$ cat src/rtl/cndm_proto_pkg.sv
// ============================================================================
// Module      : cndm_proto_pkg
// Description : Shared types and defaults for the completion IRQ moderation path.
// Revision    : 1.0 - initial release
// ============================================================================
`default_nettype none

package cndm_proto_pkg;

    typedef enum logic [1:0] {
        ST_DISARMED = 2'd0,
        ST_IDLE     = 2'd1,
        ST_COAL     = 2'd2,
        ST_FIRE     = 2'd3
    } irq_mod_state_t;

    localparam int unsigned DEFAULT_PRESCALE = 250;

endpackage

`default_nettype wire

$ cat src/rtl/cndm_proto_us_tick.sv
// ============================================================================
// Module      : cndm_proto_us_tick
// Description : Prescaler emitting a one-cycle tick every PRESCALE enabled cycles.
// Revision    : 1.0 - initial release
// ============================================================================
`default_nettype none

module cndm_proto_us_tick
    import cndm_proto_pkg::*;
#(
    parameter int unsigned PRESCALE = DEFAULT_PRESCALE
) (
    input  logic clk,
    input  logic rst,
    input  logic restart_i,
    input  logic en_i,
    output logic tick_o
);

    localparam int unsigned    C_W    = (PRESCALE > 1) ? $clog2(PRESCALE) : 1;
    localparam logic [C_W-1:0] C_LAST = C_W'(PRESCALE - 1);

    logic [C_W-1:0] cnt_q;
    logic [C_W-1:0] cnt_d;

    assign tick_o = en_i && !restart_i && (cnt_q == C_LAST);

    always_comb begin
        cnt_d = cnt_q;
        if (restart_i) begin
            cnt_d = '0;
        end else if (en_i) begin
            cnt_d = (cnt_q == C_LAST) ? '0 : cnt_q + C_W'(1);
        end
    end

    always_ff @(posedge clk or posedge rst) begin
        if (rst) begin
            cnt_q <= '0;
        end else begin
            cnt_q <= cnt_d;
        end
    end

endmodule

`default_nettype wire

$ cat src/rtl/cndm_proto_irq_mod.sv
// ============================================================================
// Module      : cndm_proto_irq_mod
// Description : Completion interrupt moderation: coalesces events by count and
//               microsecond holdoff, issues one MSI request per armed window.
// Revision    : 1.0 - initial release
// ============================================================================
`default_nettype none

module cndm_proto_irq_mod
    import cndm_proto_pkg::*;
#(
    parameter int unsigned CNT_W    = 8,
    parameter int unsigned TMR_W    = 16,
    parameter int unsigned PRESCALE = DEFAULT_PRESCALE
) (
    input  logic             clk,
    input  logic             rst,
    input  logic             irq_in,
    input  logic             cfg_en,
    input  logic [CNT_W-1:0] cfg_cnt_thresh,
    input  logic [TMR_W-1:0] cfg_tmr_thresh,
    input  logic             arm,
    output logic             msi_valid,
    input  logic             msi_ready,
    output logic [CNT_W-1:0] msi_count,
    output logic             armed,
    output logic [31:0]      stat_irq_cnt
);

    localparam logic [CNT_W-1:0] C_CNT_MAX = '1;
    localparam logic [TMR_W-1:0] C_TMR_MAX = '1;

    irq_mod_state_t   state_q;
    irq_mod_state_t   state_d;
    logic [CNT_W-1:0] ev_cnt_q;
    logic [CNT_W-1:0] ev_cnt_d;
    logic [CNT_W-1:0] msi_count_q;
    logic [CNT_W-1:0] msi_count_d;
    logic [TMR_W-1:0] tmr_q;
    logic [TMR_W-1:0] tmr_d;
    logic [31:0]      stat_q;
    logic [31:0]      stat_d;

    logic [CNT_W-1:0] w_nxt;
    logic [CNT_W-1:0] w_thr;
    logic             w_cnt_hit;
    logic             w_tmr_hit;
    logic             w_tick;
    logic             w_in_coal;

    assign w_in_coal = (state_q == ST_COAL);

    // Prescaler runs only while a window is open and sits at zero otherwise,
    // so every COAL entry starts a fresh microsecond.
    cndm_proto_us_tick #(
        .PRESCALE (PRESCALE)
    ) u_us_tick (
        .clk       (clk),
        .rst       (rst),
        .restart_i (!w_in_coal),
        .en_i      (w_in_coal),
        .tick_o    (w_tick)
    );

    assign w_nxt     = (irq_in && (ev_cnt_q != C_CNT_MAX)) ? ev_cnt_q + CNT_W'(1) : ev_cnt_q;
    assign w_thr     = (cfg_cnt_thresh == '0) ? CNT_W'(1) : cfg_cnt_thresh;
    assign w_cnt_hit = (w_nxt >= w_thr);
    assign w_tmr_hit = (cfg_tmr_thresh != '0) && (tmr_q >= cfg_tmr_thresh);

    always_comb begin
        state_d     = state_q;
        ev_cnt_d    = ev_cnt_q;
        msi_count_d = msi_count_q;
        tmr_d       = tmr_q;
        stat_d      = stat_q;

        if (w_in_coal && w_tick && (tmr_q != C_TMR_MAX)) begin
            tmr_d = tmr_q + TMR_W'(1);
        end

        case (state_q)
            ST_DISARMED: begin
                if (cfg_en) begin
                    ev_cnt_d = w_nxt;
                    if (arm) begin
                        if (w_cnt_hit) begin
                            state_d     = ST_FIRE;
                            msi_count_d = w_nxt;
                            ev_cnt_d    = '0;
                        end else if (w_nxt != '0) begin
                            state_d = ST_COAL;
                        end else begin
                            state_d = ST_IDLE;
                        end
                    end
                end
            end

            ST_IDLE, ST_COAL: begin
                if (!cfg_en) begin
                    state_d  = ST_DISARMED;
                    ev_cnt_d = '0;
                end else if (w_cnt_hit || (w_in_coal && w_tmr_hit)) begin
                    state_d     = ST_FIRE;
                    msi_count_d = w_nxt;
                    ev_cnt_d    = '0;
                end else begin
                    ev_cnt_d = w_nxt;
                    if (w_nxt != '0) begin
                        state_d = ST_COAL;
                    end
                end
            end

            ST_FIRE: begin
                // Events seen while the request is outstanding seed the next window.
                if (cfg_en) begin
                    ev_cnt_d = w_nxt;
                end
                if (msi_ready) begin
                    state_d = ST_DISARMED;
                    stat_d  = stat_q + 32'd1;
                end
            end

            default: begin
                state_d = ST_DISARMED;
            end
        endcase

        if (state_d != ST_COAL) begin
            tmr_d = '0;
        end
    end

    always_ff @(posedge clk or posedge rst) begin
        if (rst) begin
            state_q     <= ST_DISARMED;
            ev_cnt_q    <= '0;
            msi_count_q <= '0;
            tmr_q       <= '0;
            stat_q      <= '0;
        end else begin
            state_q     <= state_d;
            ev_cnt_q    <= ev_cnt_d;
            msi_count_q <= msi_count_d;
            tmr_q       <= tmr_d;
            stat_q      <= stat_d;
        end
    end

    assign msi_valid    = (state_q == ST_FIRE);
    assign armed        = (state_q == ST_IDLE) || (state_q == ST_COAL);
    assign msi_count    = msi_count_q;
    assign stat_irq_cnt = stat_q;

endmodule

`default_nettype wire

$ cat config.mk
export PLATFORM = sky130hd
export DESIGN_NAME = cndm_proto_irq_mod
export DESIGN_NICKNAME = d
export VERILOG_FILES = /design/src/rtl/cndm_proto_pkg.sv /design/src/rtl/cndm_proto_us_tick.sv /design/src/rtl/cndm_proto_irq_mod.sv
export SDC_FILE = /design/constraint.sdc
export NUM_CORES = 1
export LEC_CHECK = 0
export BUFFER_PORTS_ARGS = -buffer_cell sky130_fd_sc_hd__buf_2
export CAP_MARGIN = 30
export CORE_MARGIN = 5
export CORE_UTILIZATION = 51
export DETAILED_ROUTE_END_ITERATION = 12
export HOLD_SLACK_MARGIN = 0.02
export PLACE_DENSITY = 0.7
export SYNTH_ARGS = -nofsm -noshare
export SYNTH_HDL_FRONTEND = slang
export SYNTH_SLANG_ARGS = --single-unit
$ cat constraint.sdc
create_clock -name clk -period 3.7 [get_ports clk]
set_clock_uncertainty 0.15 [all_clocks]
set_input_delay 1.11 -clock clk [delete_from_list [all_inputs] [get_ports clk]]
set_output_delay 1.11 -clock clk [all_outputs]
set_load 0.05 [all_outputs]
==> key figures, run 1 <==
STA
  • Final Setup Violations: 0
  • Rel. slew slack: 64.9%
  • Fin. Hold Viols: 0
  • Final period util: 95.1%
  • RSZ-0062 raised after global routing: no
  • Fin crit period: 3.52 ns
  • Slew @ Worst Pin: 0.524 ns
  • Worst setup margin: 0.181 ns
  • Pins Over Slew Limit: 0
  • Max Clock Freq: 0.284 GHz

Clock network
  • Postcts setup bufs: 0
  • Reg clk slew, reported paths: 0.10 ns
  • Clk sink count: 74
  • Clk_lat worst skew: 0.35 ns
  • Root buffer cell: clkbuf_8
  • H-tree depth: 3
  • TritonCTS clock tree: built
  • Inserted Clock Buffers: 9
  • Bufs on Longest Clock Path: 2

Synthesis
  • Fraction of registers with async set/reset: 100%
  • Post-synth EDFFs: 0
  • Yosys cell types: 63
  • Post-Synthesis Cells: 458
  • Yosys warning count: 0
  • Sequential area share after synthesis: 41.0%
  • Most used DFF post-synth: dfrtp_1
  • Syn avg cell area: 9.86 sq um
  • Mapped cell area: 4510 sq um
  • Post-synth net total: 519
  • Synth Register Bits: 74

Worst setup path
  • CP max FO: 9
  • Required time worst endpoint: 3.79 ns
  • Worst setup EP type: flip-flop
  • CP Class: primary input to flip-flop
  • CP Launch Type: primary input
  • Arr. time, crit path: 3.60 ns

Placed design
  • HPWL after DPL: 7630 um
  • Placed Instances: 660
  • Pre-CTS setup slack: -0.275 ns
  • Port bufs: 71
  • RD Place Congestion: 0.815

Pwr
  • Leakage: 0.00268 uW
  • Design Power: 2470 uW
  • Pwr dens: 451 nW/um^2
  • Peak supply drop: 0.410 mV

Finish
  • Finished Layout Cells: 677
  • FF+latch area: 1850 sq um
  • Fillers: 747
  • P&R area growth vs syn: 21.5%
  • Ant diodes: 0
  • Final net count: 625
  • Share of cells above drive strength 1: 28.8%
  • Multi-input logic area: 2510 sq um

Detailed routing
  • Wire per inst: 14.6 um
  • DR pass1 iterations: 4
  • Routed WL: 9900 um
  • Number of DRC markers in iteration 0: 86
  • DRC: 0
  • Post-DR vias/cell: 5.42
  • Via count: 3,671
  • Post-route ant nets: 0

Run status
  • Status: complete, no violations

Floorplan
  • Die Wd: 104 um
  • Initial core utilization: 52.0%
  • Die area: 10,800 sq um
  • Die Y: 104 um
  • Std cell rows: 34
  • Core ar.: 8680 sq um
  • Ports: 72

Global routing
  • GRT Residual Overflow: 0
  • GRT Util Overall: 18.9%
  • First-pass GRT wire length: 17,200 um
  • Vias in the first global route: 3,761
  • Largest net degree at the start of global routing: 75
  • Initial antenna violation count: 0

Worst hold path
  • Worst hold path class: flip-flop to flip-flop

Run
  • Max-cap violations: 0
==> state kept, by name (all words and copies together) (netlist names) <==
| signal | flops |
|---|---|
| ev_cnt_q | 8 |
| state_q | 2 |
| stat_irq_cnt | 32 |
| msi_count | 8 |
| tmr_q | 16 |
| u_us_tick.cnt_q | 8 |
==> logic make-up (layout without fill, tap and decap cells) <==
| family | Yosys count | after routing | share of synthesized area [%] |
|---|---|---|---|
| flip-flops | 74 | 74 | 41.0 |
| multiplexers | 12 | 12 | 3.02 |
| AND/OR/NAND/NOR | 181 | 181 | 22.2 |
| adder cells (fa/ha/maj) | 31 | 31 | 8.59 |
| AO/OA/AOI/OAI | 55 | 56 | 9.59 |
| buffers and inverters | 50 | 160 | 4.93 |
| XOR/XNOR | 55 | 55 | 10.7 |
==> cells in the mapped netlist (all sizes together) (2+ instances only) <==
cell type / count / area share [%]
and3: 4 / 0.55
or3: 4 / 0.55
nand2: 36 / 3.0
ha: 31 / 8.6
nor3: 22 / 3.4
a21oi: 11 / 1.2
xnor2: 41 / 8.0
mux2i: 2 / 0.44
and2: 2 / 0.28
and3b: 2 / 0.39
a22o: 7 / 1.4
dfrtp: 74 / 41
nand2b: 4 / 0.72
clkbuf: 3 / 0.28
o21ai: 12 / 1.8
mux2: 10 / 2.6
o221ai: 2 / 0.53
and4: 7 / 1.4
o21a: 2 / 0.33
o31a: 2 / 0.42
buf: 7 / 1.3
xor2: 14 / 2.7
o211ai: 4 / 0.97
nand4: 12 / 2.0
inv: 40 / 3.3
nor4: 6 / 0.83
a31oi: 2 / 0.42
a21o: 2 / 0.33
nor2: 38 / 3.2
a2111oi: 2 / 0.39
or2: 3 / 0.42
or4: 3 / 0.50
nand3: 29 / 3.2
nor2b: 5 / 0.69
==> path summary, 6_finish.rpt <==
path	start	endpoint	slack [ns]	cells after the start
hold / removal	stat_irq_cnt[31]$_DFFE_PP0P_	stat_irq_cnt[31]$_DFFE_PP0P_	0.32	1
min in group asynchronous	rst	stat_irq_cnt[8]$_DFFE_PP0P_	0.68	3
setup reg to reg	ev_cnt_q[1]$_DFFE_PP0P_	msi_count[3]$_DFFE_PP0P_	0.29	15
max in group asynchronous	rst	ev_cnt_q[1]$_DFFE_PP0P_	2.40	3
setup / recovery	irq_in	msi_count[3]$_DFFE_PP0P_	0.18	13
hold reg to reg	stat_irq_cnt[31]$_DFFE_PP0P_	stat_irq_cnt[31]$_DFFE_PP0P_	0.32	1
==> metal layers <==
metal	vias up	track usage [%]	share of wire [%]
met5	-	0	0
met4	0	6.11	1.3
met3	9	4.03	3.7
met2	56	33.3	52
met1	1790	22.8	43
li1	1816	-	-
==> worst max-delay path, stage by stage <==
cell      delay, ns
buf_2          0.11
and4_2         0.27
nand2b_4       0.06
mux2_4         0.31
ha_1           0.32
nand4_1        0.12
nor3b_1        0.27
a21oi_2        0.11
buf_4          0.14
a21boi_2       0.19
o221ai_2       0.12
buf_4          0.18
mux2_2         0.27
==> timing repair <==
| item | 4_1_cts | 5_1_grt |
|---|---|---|
| gates resized for setup | 0 | 10 |
| hold buffers | 0 | 0 |
| endpoints found under the setup margin | 0 | 31 |
==> where the power goes <==
| part | leakage [uW] | internal (uW) | switching, uW |
|---|---|---|---|
| clock | 0.000103 | 326 | 340 |
| sequential | 0.00101 | 858 | 62.9 |
| combinational | 0.00157 | 325 | 561 |
==> layout by cell type (no fill, tap or decap), types with 3 or more instances in the layout <==
master and n:
or2_2 3, dfrtp_1 73, mux2_2 9, nand2b_1 3, nor4_1 6, inv_6 4, a21oi_1 10, nor3_1 13
buf_4 31, or4_1 3, o21ai_0 9, nand4_1 11, clkbuf_8 9, o211ai_1 3, nand3_1 29, or3_1 4
xnor2_1 41, ha_1 30, inv_1 38, buf_2 71, nor3_2 9, nor2_1 38, and4_1 6, and3_1 4
nand2_1 35, xor2_1 14, nor2b_1 5, a22o_1 7
==> through the flow <==
stage	area (sq um)	util [%]	setup TNS [ns]	hold WS, ns
3_3_place_gp	5210	60.1	-4.83	0.305
4_1_cts	5420	62.5	0	0.325
6_report	5480	63.2	0	0.317
2_1_floorplan	4520	-	0	0.324
3_5_place_dp	5210	60.1	-6.87	0.311
5_1_grt	5480	63.2	0	0.339
==> layout make-up <==
cell class	count	area share, %
Timing Repair Buffer	104	11.5
Multi-Input combinational cell	335	45.8
Clock inverter	7	1.53
Tap cell	108	2.46
Sequential cell	74	33.8
Clock buffer	9	2.26
Inverter	40	2.74
Power figures use the tool's default switching activity.
==> inputs of run 2 (changes only) <==
--- a/config.mk
+++ b/config.mk
@@ -10,8 +10,9 @@
 export CORE_MARGIN = 5
 export CORE_UTILIZATION = 51
 export DETAILED_ROUTE_END_ITERATION = 12
+export GPL_TIMING_DRIVEN = 1
 export HOLD_SLACK_MARGIN = 0.02
-export PLACE_DENSITY = 0.7
+export PLACE_DENSITY = 0.81
 export SYNTH_ARGS = -nofsm -noshare
 export SYNTH_HDL_FRONTEND = slang
 export SYNTH_SLANG_ARGS = --single-unit
==> key figures, run 2 (same netlist as run 1, synthesis figures left out) <==
Run status
  • Status: complete, no violations

Global routing
  • Largest net degree at the start of global routing: 44
  • Vias in the first global route: 3,822
  • GRT Util Overall: 19.5%
  • Initial antenna violation count: 0
  • First-pass GRT wire length: 17,900 um
  • GRT Residual Overflow: 0

Detailed routing
  • Number of DRC markers in iteration 0: 135
  • Wire per inst: 15.4 um
  • DRC: 0
  • Post-DR vias/cell: 5.60
  • Routed WL: 10,400 um
  • DR pass1 iterations: 5
  • Via count: 3,781
  • Post-route ant nets: 0

Floorplan
  • Die area: 10,800 sq um
  • Core ar.: 8680 sq um
  • Ports: 72
  • Initial core utilization: 52.0%
  • Die Y: 104 um
  • Die Wd: 104 um
  • Std cell rows: 34

Worst setup path
  • CP Class: primary input to flip-flop
  • CP Cell Sequence: buf_2 -> buf_4 -> o21ai_4 -> buf_4 -> xor2_2 -> ha_1 -> nand2b_1 -> a21o_1 -> o211ai_1 -> nand2_2 -> o311ai_4 -> o211ai_4 -> buf_4 -> nor3_1
  • Biggest cell delay along the critical path: 0.32 ns
  • Worst setup EP type: flip-flop
  • Arr. time, crit path: 3.72 ns
  • Required time worst endpoint: 3.82 ns
  • CP max FO: 6
  • Slowest-stage cell, CP: o211ai_1
  • Crit path buf inv count: 4
  • CP Launch Type: primary input
  • Crit path max-delay family: compound AO/OA/AOI/OAI gates
  • Critical path's most frequent cell: buf_4

Clock network
  • H-tree depth: 3
  • TritonCTS clock tree: built
  • Cts hold-fix bufs: 0
  • Clk_lat worst skew: 0.36 ns
  • Reg clk slew, reported paths: 0.09 ns
  • Inserted Clock Buffers: 9
  • Root buffer cell: clkbuf_8
  • Clk sink count: 74
  • Bufs on Longest Clock Path: 2

Placed design
  • Port bufs: 71
  • HPWL after DPL: 7630 um
  • Pre-CTS setup slack: -0.376 ns
  • RD Place Congestion: 0.872

Run
  • Max-cap violations: 0

STA
  • Final Setup Violations: 0
  • Final period util: 97.4%
  • Max Clock Freq: 0.277 GHz
  • Fin crit period: 3.60 ns
  • Slew @ Worst Pin: 0.702 ns
  • Hold WS: 0.332 ns
  • Rel. slew slack: 53.2%
  • Fin. Hold Viols: 0
  • Pins Over Slew Limit: 0
  • Worst setup margin: 0.0964 ns
  • RSZ-0062 raised after global routing: yes

Finish
  • Largest register FFs: 32
  • Fin util: 63.1%
  • Commonest non-fill, non-tap cell in the layout: dfrtp_1
  • Final net count: 623
  • P&R area growth vs syn: 21.3%
  • Most frequent cells in the layout: 73 x dfrtp_1, 71 x buf_2, 40 x xnor2_1, 38 x nor2_1, 38 x inv_1
  • Share of cells above drive strength 1: 29.6%
  • Ant diodes: 0

Pwr
  • Leakage: 0.00269 uW
  • Pwr dens: 450 nW/um^2
  • Peak supply drop: 0.253 mV
  • Design Power: 2460 uW

Worst hold path
  • Worst hold path class: flip-flop to flip-flop
run 2: final timing paths:
kind                       slack, ns  cells after the start                          from                           end
setup reg to reg                0.17                     14       ev_cnt_q[1]$_DFFE_PP0P_         tmr_q[13]$_DFFE_PP0P_
min in group asynchronous       0.71                      2                           rst          tmr_q[2]$_DFFE_PP0P_
setup / recovery                 0.1                     14                        irq_in         tmr_q[13]$_DFFE_PP0P_
hold reg to reg                 0.33                      1  stat_irq_cnt[31]$_DFFE_PP0P_  stat_irq_cnt[31]$_DFFE_PP0P_
hold / removal                  0.33                      1  stat_irq_cnt[31]$_DFFE_PP0P_  stat_irq_cnt[31]$_DFFE_PP0P_
max in group asynchronous       2.02                      3                           rst       ev_cnt_q[1]$_DFFE_PP0P_
run 2: layout make-up:
type / count / area (sq um)
fillers: 699 / 3200
multi-input cells: 334 / 2510
flip-flops and latches: 74 / 1850
repair buffers: 103 / 621
inverters: 40 / 150
well taps: 108 / 135
clock buffers: 9 / 124
clock inverters: 7 / 83.8
run 2: report_power, final:
part           internal, uW  switching, uW  total (uW)
Sequential              858           60.3         918
Clock                   325            351         675
Combinational           325            544         870
Total                  1510            955        2460
run 2: what timing repair did:
item | 4_1_cts | 5_1_grt
setup buffers | 3 | 0
endpoints found under the setup margin | 1 | 31
resized for setup | 1 | 13
pin swaps | 1 | 5
gates cloned | 0 | 0
run 2: metrics by stage:
step,std cells,area [sq um],TNS [ns]
finish,675,5480,0
global route,675,5480,-1.26
CTS,675,5420,0
detailed placement,656,5180,-8.05
global placement,656,5180,-4.74
floorplan,458,4520,0
run 2: worst reg2reg max path: stages (launching register included):
cell,delay [ns]
dfrtp_2,0.42
ha_2,0.24
nand3_2,0.12
o21ai_4,0.23
buf_4,0.16
xor2_2,0.18
ha_1,0.25
nand2b_1,0.14
a21o_1,0.20
o211ai_1,0.32
nand2_2,0.18
o311ai_4,0.30
o211ai_4,0.17
buf_4,0.17
nor3_1,0.21
run 2: metal layers:
layer	vias up	part of all wire, %	track usage, %
met5	-	0	0
met3	23	5.1	4.35
met2	104	51	33.7
met4	0	1.6	5.55
li1	1820	-	-
met1	1834	42	24.3
==> inputs of run 3 (changes only) <==
--- a/config.mk
+++ b/config.mk
@@ -9,6 +9,7 @@
 export CAP_MARGIN = 30
 export CORE_MARGIN = 5
 export CORE_UTILIZATION = 51
+export CTS_BUF_LIST = sky130_fd_sc_hd__clkbuf_16
 export DETAILED_ROUTE_END_ITERATION = 12
 export GPL_TIMING_DRIVEN = 1
 export HOLD_SLACK_MARGIN = 0.02
==> key figures, run 3 (same netlist as run 1, synthesis figures left out) <==
Run status
  • Status: complete, no violations

Worst setup path
  • Worst setup EP type: flip-flop
  • Path depth of the worst reg2reg path: 14
  • CP Class: primary input to flip-flop
  • CP Launch Type: primary input
  • Arr. time, crit path: 3.68 ns
  • Required time worst endpoint: 3.79 ns
  • CP max FO: 10

Detailed routing
  • DR pass1 iterations: 4
  • Number of DRC markers in iteration 0: 137
  • Wire per inst: 15.3 um
  • DRC: 0
  • Post-DR vias/cell: 5.60
  • Post-route ant nets: 0
  • Via count: 3,777
  • Routed WL: 10,300 um

Global routing
  • First-pass GRT wire length: 18,000 um
  • GRT Residual Overflow: 0
  • GRT Util Overall: 19.6%
  • Vias in the first global route: 3,811
  • Largest net degree at the start of global routing: 44
  • Initial antenna violation count: 0

Placed design
  • RD Place Congestion: 0.872
  • Placed Instances: 656
  • Port bufs: 71
  • DP Area: 5180 sq um
  • HPWL after DPL: 7630 um
  • Pre-CTS setup slack: -0.376 ns

Clock network
  • H-tree depth: 3
  • TritonCTS clock tree: built
  • Reg clk slew, reported paths: 0.06 ns
  • Cts hold-fix bufs: 0
  • Bufs on Longest Clock Path: 2
  • Root buffer cell: clkbuf_16
  • Clk sink count: 74
  • Clk_lat worst skew: 0.33 ns
  • Inserted Clock Buffers: 9

Finish
  • Share of cells above drive strength 1: 28.8%
  • Finished Layout Cells: 674
  • Ant diodes: 0
  • Most frequent cells in the layout: 73 x dfrtp_1, 71 x buf_2, 41 x xnor2_1, 38 x nor2_1, 38 x inv_1
  • Final Instance Area: 5570 sq um
  • Fillers: 677
  • Final net count: 622
  • P&R area growth vs syn: 23.3%
  • Largest register FFs: 32
  • Commonest non-fill, non-tap cell in the layout: dfrtp_1

Floorplan
  • Die Y: 104 um
  • Die area: 10,800 sq um
  • Std cell rows: 34
  • Core ar.: 8680 sq um
  • Ports: 72
  • Die Wd: 104 um
  • Initial core utilization: 52.0%

STA
  • Worst setup margin: 0.110 ns
  • RSZ-0062 raised after global routing: yes
  • Slew @ Worst Pin: 0.722 ns
  • TNS Setup: 0 ns
  • Fin. Hold Viols: 0
  • Rel. slew slack: 51.8%
  • Final Setup Violations: 0
  • Max Clock Freq: 0.279 GHz
  • Pins Over Slew Limit: 0
  • Fin crit period: 3.59 ns
  • Final period util: 97.0%
  • Hold WS: 0.329 ns

Run
  • Max-cap violations: 0

Pwr
  • Combinational share of power: 32.3%
  • Pwr dens: 485 nW/um^2
  • Psw: 971 uW
  • Switching Share: 36.0%
  • Leakage: 0.00272 uW
  • Cell Int Power: 1730 uW
  • Peak supply drop: 0.236 mV
  • Clock power frac: 33.6%
  • Sequential power share: 34.1%

Worst hold path
  • Worst hold path class: flip-flop to flip-flop
  • Hold depth: 1
## run 3: per-layer routing
metal / vias to the layer above / global-route usage [%] / part of all wire (%)
li1: 1814 / - / -
met1: 1846 / 24.7 / 42
met2: 95 / 33.0 / 51
met3: 22 / 4.59 / 4.3
met4: 0 / 6.57 / 2.1
met5: - / 0 / 0
## run 3: final cells by class
cell class                      count  area, sq um  share of cell area, %
Clock buffer                        9          225                   4.05
Clock inverter                      7         83.8                   1.51
Inverter                           40          150                   2.70
Multi-Input combinational cell    334         2490                   44.8
Sequential cell                    74         1850                   33.3
Tap cell                          108          135                   2.43
Timing Repair Buffer              102          626                   11.2
## run 3: critical path, cell delays in order
cell	delay [ns]
buf_2	0.12
buf_4	0.14
o21ai_4	0.07
buf_4	0.16
xor2_2	0.19
ha_1	0.25
nand2b_1	0.15
a21o_1	0.20
o211ai_1	0.29
nand2_2	0.16
o311ai_4	0.34
o211ai_4	0.13
buf_12	0.16
nor3_1	0.20
## run 3: path summary, 6_finish.rpt
| check | start | to | slack, ns |
|---|---|---|---|
| worst min register to register | stat_irq_cnt[31]$_DFFE_PP0P_ | stat_irq_cnt[31]$_DFFE_PP0P_ | 0.33 |
| min in group asynchronous | rst | tmr_q[2]$_DFFE_PP0P_ | 0.75 |
| worst max-delay path | irq_in | tmr_q[12]$_DFFE_PP0P_ | 0.11 |
| worst max register to register | ev_cnt_q[1]$_DFFE_PP0P_ | tmr_q[12]$_DFFE_PP0P_ | 0.20 |
| worst min-delay path | stat_irq_cnt[31]$_DFFE_PP0P_ | stat_irq_cnt[31]$_DFFE_PP0P_ | 0.33 |
| max in group asynchronous | rst | ev_cnt_q[1]$_DFFE_PP0P_ | 1.98 |
## run 3: timing repair
action / in CTS / in global routing
pin swaps: 1 / 2
setup endpoints to repair: 2 / 31
buffers inserted: 2 / 0
gates resized for setup: 1 / 9
## run 3: power by group through the flow
stage          logic [uW]  clock network [uW]  registers (uW)
3_5_place_dp          807                   0             931
6_report              871                 906             920
2_1_floorplan         549                   0             983
3_3_place_gp          789                   0             929
4_1_cts               850                 916             918
5_1_grt               946                 957             924
## run 3: through the flow
stage / power [uW] / utilization (%)
after floorplan: 1530 / -
after global placement: 1720 / 59.7
after detailed placement: 1740 / 59.7
after CTS: 2680 / 63.7
after global routing: 2830 / 64.1
final: 2700 / 64.1
